`config.mk`:
```
export PLATFORM = sky130hd
export DESIGN_NAME = product_bcd_converter
export DESIGN_NICKNAME = d
export VERILOG_FILES = /design/src/rtl/product_display_pkg.sv /design/src/rtl/bcd_digit_adjust.sv /design/src/rtl/product_bcd_converter.sv
export SDC_FILE = /design/constraint.sdc
export NUM_CORES = 1
export LEC_CHECK = 0
export CAP_MARGIN = 20
export CELL_PAD_IN_SITES_DETAIL_PLACEMENT = 0
export CELL_PAD_IN_SITES_GLOBAL_PLACEMENT = 1
export CORE_MARGIN = 3
export CORE_UTILIZATION = 41
export DETAILED_ROUTE_END_ITERATION = 8
export GPL_TIMING_DRIVEN = 1
export PLACE_DENSITY_LB_ADDON = 0.1
export SLEW_MARGIN = 40
export SYNTH_ARGS = -nofsm -noshare
export SYNTH_HDL_FRONTEND = slang
export SYNTH_SLANG_ARGS = --single-unit
```
`constraint.sdc`:
```
create_clock -name clk -period 2.07 [get_ports clk]
set_input_delay 0.414 -clock clk [delete_from_list [all_inputs] [get_ports clk]]
set_output_delay 0.414 -clock clk [all_outputs]
set_load 0.05 [all_outputs]
```
`src/rtl/product_display_pkg.sv`:
```
// product_display_pkg: shared state encoding and BCD constants for the product display path
package product_display_pkg;
  localparam int DIGIT_W = 4;
  localparam logic [DIGIT_W-1:0] BCD_ADJ_THRESHOLD = 4'd5;
  localparam logic [DIGIT_W-1:0] BCD_ADJ_ADD = 4'd3;
  typedef enum logic [1:0] {ST_IDLE = 2'd0, ST_SHIFT = 2'd1, ST_DONE = 2'd2} state_t;
endpackage

```
`src/rtl/bcd_digit_adjust.sv`:
```
// bcd_digit_adjust: combinational double-dabble digit fix-up; i_digit in, o_digit = i_digit+3 when >=5
module bcd_digit_adjust
  import product_display_pkg::*;
(
  input  logic [DIGIT_W-1:0] i_digit,
  output logic [DIGIT_W-1:0] o_digit
);
  assign o_digit = (i_digit >= BCD_ADJ_THRESHOLD) ? i_digit + BCD_ADJ_ADD : i_digit;
endmodule

```
`src/rtl/product_bcd_converter.sv`:
```
// product_bcd_converter: serial binary->BCD (clk,reset,start,inMag,inSign in; busy,done,bcdOut,signOut out)
module product_bcd_converter
  import product_display_pkg::*;
#(
  parameter int IN_WIDTH = 16,
  parameter int DIGITS = 5
) (
  input  logic                    clk,
  input  logic                    reset,
  input  logic                    start,
  input  logic [IN_WIDTH-1:0]     inMag,
  input  logic                    inSign,
  output logic                    busy,
  output logic                    done,
  output logic [DIGIT_W*DIGITS-1:0] bcdOut,
  output logic                    signOut
);
  localparam int AW = DIGIT_W * DIGITS;
  localparam int CW = $clog2(IN_WIDTH + 1);
  state_t r_state, w_state;
  logic [AW-1:0] r_acc, w_adj, r_bcd;
  logic [IN_WIDTH-1:0] r_bin;
  logic [CW-1:0] r_cnt;
  logic r_sgn, r_sign, w_accept, w_last;
  for (genvar i = 0; i < DIGITS; i++) begin : g_adj
    bcd_digit_adjust u_adj (
      .i_digit(r_acc[i*DIGIT_W +: DIGIT_W]),
      .o_digit(w_adj[i*DIGIT_W +: DIGIT_W])
    );
  end
  assign w_accept = start && (r_state != ST_SHIFT);
  assign w_last = (r_cnt == CW'(1));
  always_comb begin
    w_state = r_state;
    w_state = (r_state == ST_SHIFT) ? (w_last ? ST_DONE : ST_SHIFT)
                                    : (start ? ST_SHIFT : ST_IDLE);
  end
  always_ff @(posedge clk)
    if (reset) r_state <= ST_IDLE;
    else r_state <= w_state;
  always_ff @(posedge clk)
    if (reset) begin
      r_acc  <= '0;
      r_bin  <= '0;
      r_cnt  <= '0;
      r_sgn  <= 1'b0;
      r_bcd  <= '0;
      r_sign <= 1'b0;
    end else if (w_accept) begin
      r_acc <= '0;
      r_bin <= inMag;
      r_sgn <= inSign & (|inMag);
      r_cnt <= CW'(IN_WIDTH);
    end else if (r_state == ST_SHIFT) begin
      {r_acc, r_bin} <= {w_adj, r_bin} << 1;
      r_cnt <= r_cnt - 1'b1;
      if (w_last) begin
        r_bcd  <= {w_adj[AW-2:0], r_bin[IN_WIDTH-1]};
        r_sign <= r_sgn;
      end
    end
  assign busy = (r_state == ST_SHIFT);
  assign done = (r_state == ST_DONE);
  assign bcdOut = r_bcd;
  assign signOut = r_sign;
endmodule

```
# Word level (Yosys, flattened, before mapping)
# Index checks and enable logic that the tools add are counted.
[op_classes]
n_addsub = 6
n_lt_le_gt_ge = 5
eq_ne = 4
muxes = 12
bitwise_logic = 2
reduce_logical = 5
[op_table]
columns = ["operator", "count"]
rows = [
  ["2-to-1 mux 16 bit", 2],
  ["greater-or-equal comparator 4 x 3 -> 1 bit, second input constant", 5],
  ["adder 4 x 2 -> 4 bit, second input constant", 4],
  ["2-to-1 mux 4 bit", 4],
  ["OR reduction 16 bit", 1],
  ["2-to-1 mux 5 bit", 2],
  ["== test 5 x 1 -> 1 bit, second input constant", 1],
  ["subtractor 5 x 1 -> 5 bit, second input constant", 1],
  ["2-to-1 mux 2 bit", 2],
  ["adder 3 x 2 -> 3 bit, second input constant", 1],
  ["2-to-1 mux 3 bit", 1],
  ["AND reduction 3 bit", 1],
  ["== test 2 x 1 -> 1 bit, second input constant", 1],
  ["== test 2 bit, second input constant", 1],
  ["inequality test 2 x 1 -> 1 bit, second input constant", 1],
  ["nonzero test 2 bit", 1],
  ["OR reduction 2 bit", 1],
  ["bitwise AND 1 bit", 1],
  ["logical AND 1 bit", 1],
  ["2-to-1 mux 1 bit", 1],
  ["inverter 1 bit", 1],
]
[totals]
reg_bits = 65
input_bits = 20
elab_cells = 42

# Longest topological paths before layout
[logic_depth]
word_depth = 4
depth_mapped = 7
depth_no_buf = 6

# Hierarchy
# Synthesis repeated with hierarchy kept, for this count alone.
[unflattened]
hier_cells = 380
hier_area_um2 = 3070.4
[by_module_without_submodules]
columns = ["module", "instances", "cells_each", "area_each_um2", "seq_area_each_um2"]
rows = [
  ["product_bcd_converter", 1, 300, 2563.7, 1301.2],
  ["bcd_digit_adjust", 5, 16, 101.3, 0.0],
]

# Worst setup path before layout
# No wires, ideal clock.
[synth_path]
kind = "register -> register"
from = "register r_acc[0]"
to = "register r_acc[2]"
setup_ns = 0.075
t_arrival_ns = 1.389
required_time_ns = 1.995
slack_ns = 0.606
stages_incl_launch_ff = 7
n_path_buf = 0
path_cell_list = "dfxtp_1 -> inv_1 -> ha_1 -> nand2b_1 -> a21oi_1 -> mux2_2 -> o22ai_1"
[synth_between]
elab_chain_len = 2
word_cells_on_any_way = 3
classes_between = "add/sub (1); order compare (1); mux (1)"
[synth_rtl]
columns = ["element", "line_no", "source"]
rows = [
  ["start: declaration", "product_bcd_converter.sv:21", "logic [AW-1:0] r_acc, w_adj, r_bcd;"],
  ["start signal: assignment", "product_bcd_converter.sv:55", "{r_acc, r_bin} <= {w_adj, r_bin} << 1;"],
  ["adder 4 x 2 -> 4 bit / greater-or-equal comparator 4 x 3 -> 1 bit (equally long branches)", "bcd_digit_adjust.sv:8", "assign o_digit = (i_digit >= BCD_ADJ_THRESHOLD) ? i_digit + BCD_ADJ_ADD : i_digit;"],
  ["2-to-1 mux 4 bit *", "bcd_digit_adjust.sv:8", ""],
]
# Every way passes the cells marked *; elsewhere a longest branch is shown, timed or not.
# A chain may end at the register's enable or synchronous reset.

# Final worst setup path
[layout_path]
from = "register r_state[1]"
to = "output busy"
[layout_between]
elab_chain_len = 1
[layout_rtl]
columns = ["element", "line_no", "source"]
rows = [
  ["start: declaration", "product_bcd_converter.sv:20", "state_t r_state, w_state;"],
  ["start signal: assignment", "product_bcd_converter.sv:40", "else r_state <= w_state;"],
  ["== test 2 x 1 -> 1 bit", "product_bcd_converter.sv:62", "assign busy = (r_state == ST_SHIFT);"],
  ["end: declaration", "product_bcd_converter.sv:13", "output logic busy,"],
]
# Every way passes these cells.

==> flow_metrics.env <==
export IMPL_arrival_ns=1.52
export IMPL_nNetsFinal=407
export IMPL_cts_buffer_depth=2
export IMPL_drt_total_wl_um=6430
export IMPL_slew_headroom_pct=65.8
export IMPL_fp_coreArea_mm2=0.00691
export IMPL_final_hold_viol_count=0
export IMPL_gp_congestion=0.713
export IMPL_critPathKind="flop to output pin"
export IMPL_ctsResizeCount=0
export IMPL_whs_ns=0.485
export IMPL_via_count=2381
export IMPL_grt_overflow=0
export IMPL_grtUsageTotal_pct=16.8
export IMPL_finalClockSkew_ns=0.00807
export IMPL_setup_viol=0
export IMPL_clock_latency_ns=0.35
export IMPL_drtAntennaViolNets=0
export IMPL_cellPowerDensity_mw_per_mm2=744
export IMPL_start_util_pct=43.0
export IMPL_regArea_mm2=0.00130
export IMPL_period_minus_slack_ns=1.93
export IMPL_grt_pass1_vias=2281
export IMPL_crit_fanout=11
export IMPL_numClockSinks=65
export IMPL_multi_input_area_mm2=0.00152
export IMPL_hold_path_class="flop to flop"
export IMPL_fmax_mhz=518
export IMPL_port_buffer_count=42
export IMPL_leakagePower_nw=1.36
export IMPL_path_cells="nand2b_1, inv_1, buf_12"
export IMPL_dp_hpwl_um=4570
export IMPL_dieArea_mm2=0.00830
export IMPL_fin_crit_sh_pct=93.3
export IMPL_synthCells=327
export IMPL_grt_max_degree=25
export IMPL_yosysUniqueCellTypes=31
export IMPL_die_w_um=91.1
export IMPL_htreeDepth=3
export IMPL_final_layout_size_suffix_gt1_share_pct=12.4
export IMPL_post_cts_buffers=0
export IMPL_viasPerCell=5.01
export IMPL_drc_errors=0
export IMPL_area_growth_pct=26.2
export IMPL_synth_area_mm2=0.00297
export IMPL_clkSlewWorstSetupHoldPaths_ns=0.07
export IMPL_cts_hold_buf=0
export IMPL_ys_seq_area_share_pct=43.8
export IMPL_root_buffer="clkbuf_8"
export IMPL_antenna_cells=0
export IMPL_required_ns=1.66
export IMPL_crit_path_end_kind="output pin"
export IMPL_cp_slowest_cell="inv_1"
export IMPL_cts_tree="done"
export IMPL_io_pins=43
export IMPL_die_h_um=91.1
export IMPL_numCtsBuffers=9
export IMPL_synth_seq_cells=65
export IMPL_drt_first_iter_violations=68
export IMPL_slew_viol_final=0
export IMPL_setup_tns_ns=0
export IMPL_r2r_slack_ns=0.45
export IMPL_syn_nets=359
export IMPL_peakVddDrop_uv=489
export IMPL_syn_area_per_cell_um2=9.08
export IMPL_num_rows=30
export IMPL_slowest_delay_ns=0.42
export IMPL_rsz0062_at_grt="no"
export IMPL_avgRoutedWirePerCell_um=13.5
export IMPL_status="complete, no violations"
export IMPL_yosysWarnings=0
export IMPL_cp_start_kind="flop"
export IMPL_cap_violations=0
export IMPL_fill_cells=666
export IMPL_antenna_found_initial=0
export IMPL_grt_pass1_wl_um=10900
export IMPL_first_pass_iters=4
export IMPL_worst_pin_slew_ns=0.511
-- layout by cell type, fill, tap and decap left out --
cell,instances
nor4_1,5
nor3b_1,8
a211o_1,1
inv_1,14
nand2b_1,18
nand2_2,1
nor2_1,37
a211oi_2,8
ha_1,12
dfxtp_1,65
o22ai_1,19
nor2b_1,1
a21oi_1,25
buf_4,16
a311oi_1,1
nor3_1,3
nor4_4,1
mux2i_1,18
bufinv_16,1
nand3_1,6
clkdlybuf4s50_1,40
nand2_1,16
mux2_2,5
a21o_1,1
a211oi_1,16
o21ai_0,15
xnor2_1,7
clkinv_2,2
clkbuf_8,11
buf_12,2
clkbuf_1,1
nand4_1,1
xor2_1,1
a22o_1,1
-- sequential cells by signal (all words and copies together), names as in the netlist --
signal / count
r_cnt: 5
signOut: 1
r_bin: 16
r_acc: 20
r_state: 2
r_sgn: 1
bcdOut: 20
-- routing by layer --
metal,vias to the layer above,global-route usage (%),wire [um],part of all wire (%)
met5,-,0,0,0
met1,1094,21.8,3150,49
met4,0,6.78,124,1.9
met3,10,5.30,241,3.8
li1,1245,-,-,-
met2,32,25.9,2910,45
-- cells by family after synthesis --
logic type | count (synthesis) | synth area share (%)
buffers and inverters | 35 | 5.06
XOR/XNOR | 8 | 2.36
AND/OR/NAND/NOR | 97 | 16.4
multiplexers | 23 | 7.96
flip-flops | 65 | 43.8
AO/OA/AOI/OAI | 87 | 19.3
adder cells (fa/ha/maj) | 12 | 5.06
-- synth_stat cells, drive strengths merged --
cell type   n  area (um2)
nor3        3        15.0
xor2        1        8.76
nor3b       8        60.1
o22ai      19         119
nor2b       1        6.26
nand2      17        66.3
a211o       1        8.76
clkbuf      7        26.3
inv        14        52.6
nand2b     18         113
buf        14        71.3
nand3       6        30.0
a21oi      25         125
nand4       1        6.26
xnor2       7        61.3
mux2        5        56.3
a22o        1        8.76
a311oi      1        8.76
ha         12         150
a21o        1        7.51
a211oi     24         220
mux2i      18         180
nor2       37         139
dfxtp      65        1300
nor4        6        52.6
o21ai      15        75.1
-- per-stage QoR --
step / cell area (um2) / power, mW / instances / utilization, % / setup slack, ns
after detailed placement: 3550 / 1.73 / 460 / 51.4 / 0.279
after CTS: 3750 / 2.81 / 475 / 54.3 / 0.120
after global routing: 3750 / 2.92 / 475 / 54.3 / 0.0453
final: 3750 / 2.79 / 475 / 54.3 / 0.140
after global placement: 3550 / 1.73 / 460 / 51.4 / 0.258
after floorplan: 2970 / 1.60 / 327 / - / 0.606
-- worst paths after layout --
path	from	endpoint	cells after the start
worst min register to register	bcdOut[2]	bcdOut[2]	2
worst max-delay path	r_state[1]	busy	3
worst max register to register	r_acc[0]	r_acc[2]	6
worst min-delay path	bcdOut[2]	bcdOut[2]	2
-- worst max-delay path: cells and delay by family (launching register included) --
kind          cells  cell delay (ns)
simple gates      1             0.25
flops             1             0.30
buf+inv           2             0.62
-- power breakdown --
part | internal (mW) | total, mW | switching (mW)
Clock | 0.612 | 1.09 | 0.474
Sequential | 1.31 | 1.34 | 0.0360
Combinational | 0.161 | 0.360 | 0.199
Total | 2.08 | 2.79 | 0.709
-- area by class of cell --
class	count	share of cell area, %
timing repair buffer	58	15.0
inverter	14	1.40
multi-input combinational	227	40.5
clock buffer	12	4.14
sequential	65	34.7
tap	96	3.21
clock inverter	3	1.07
Note: power is estimated with default switching activity, not from simulation.
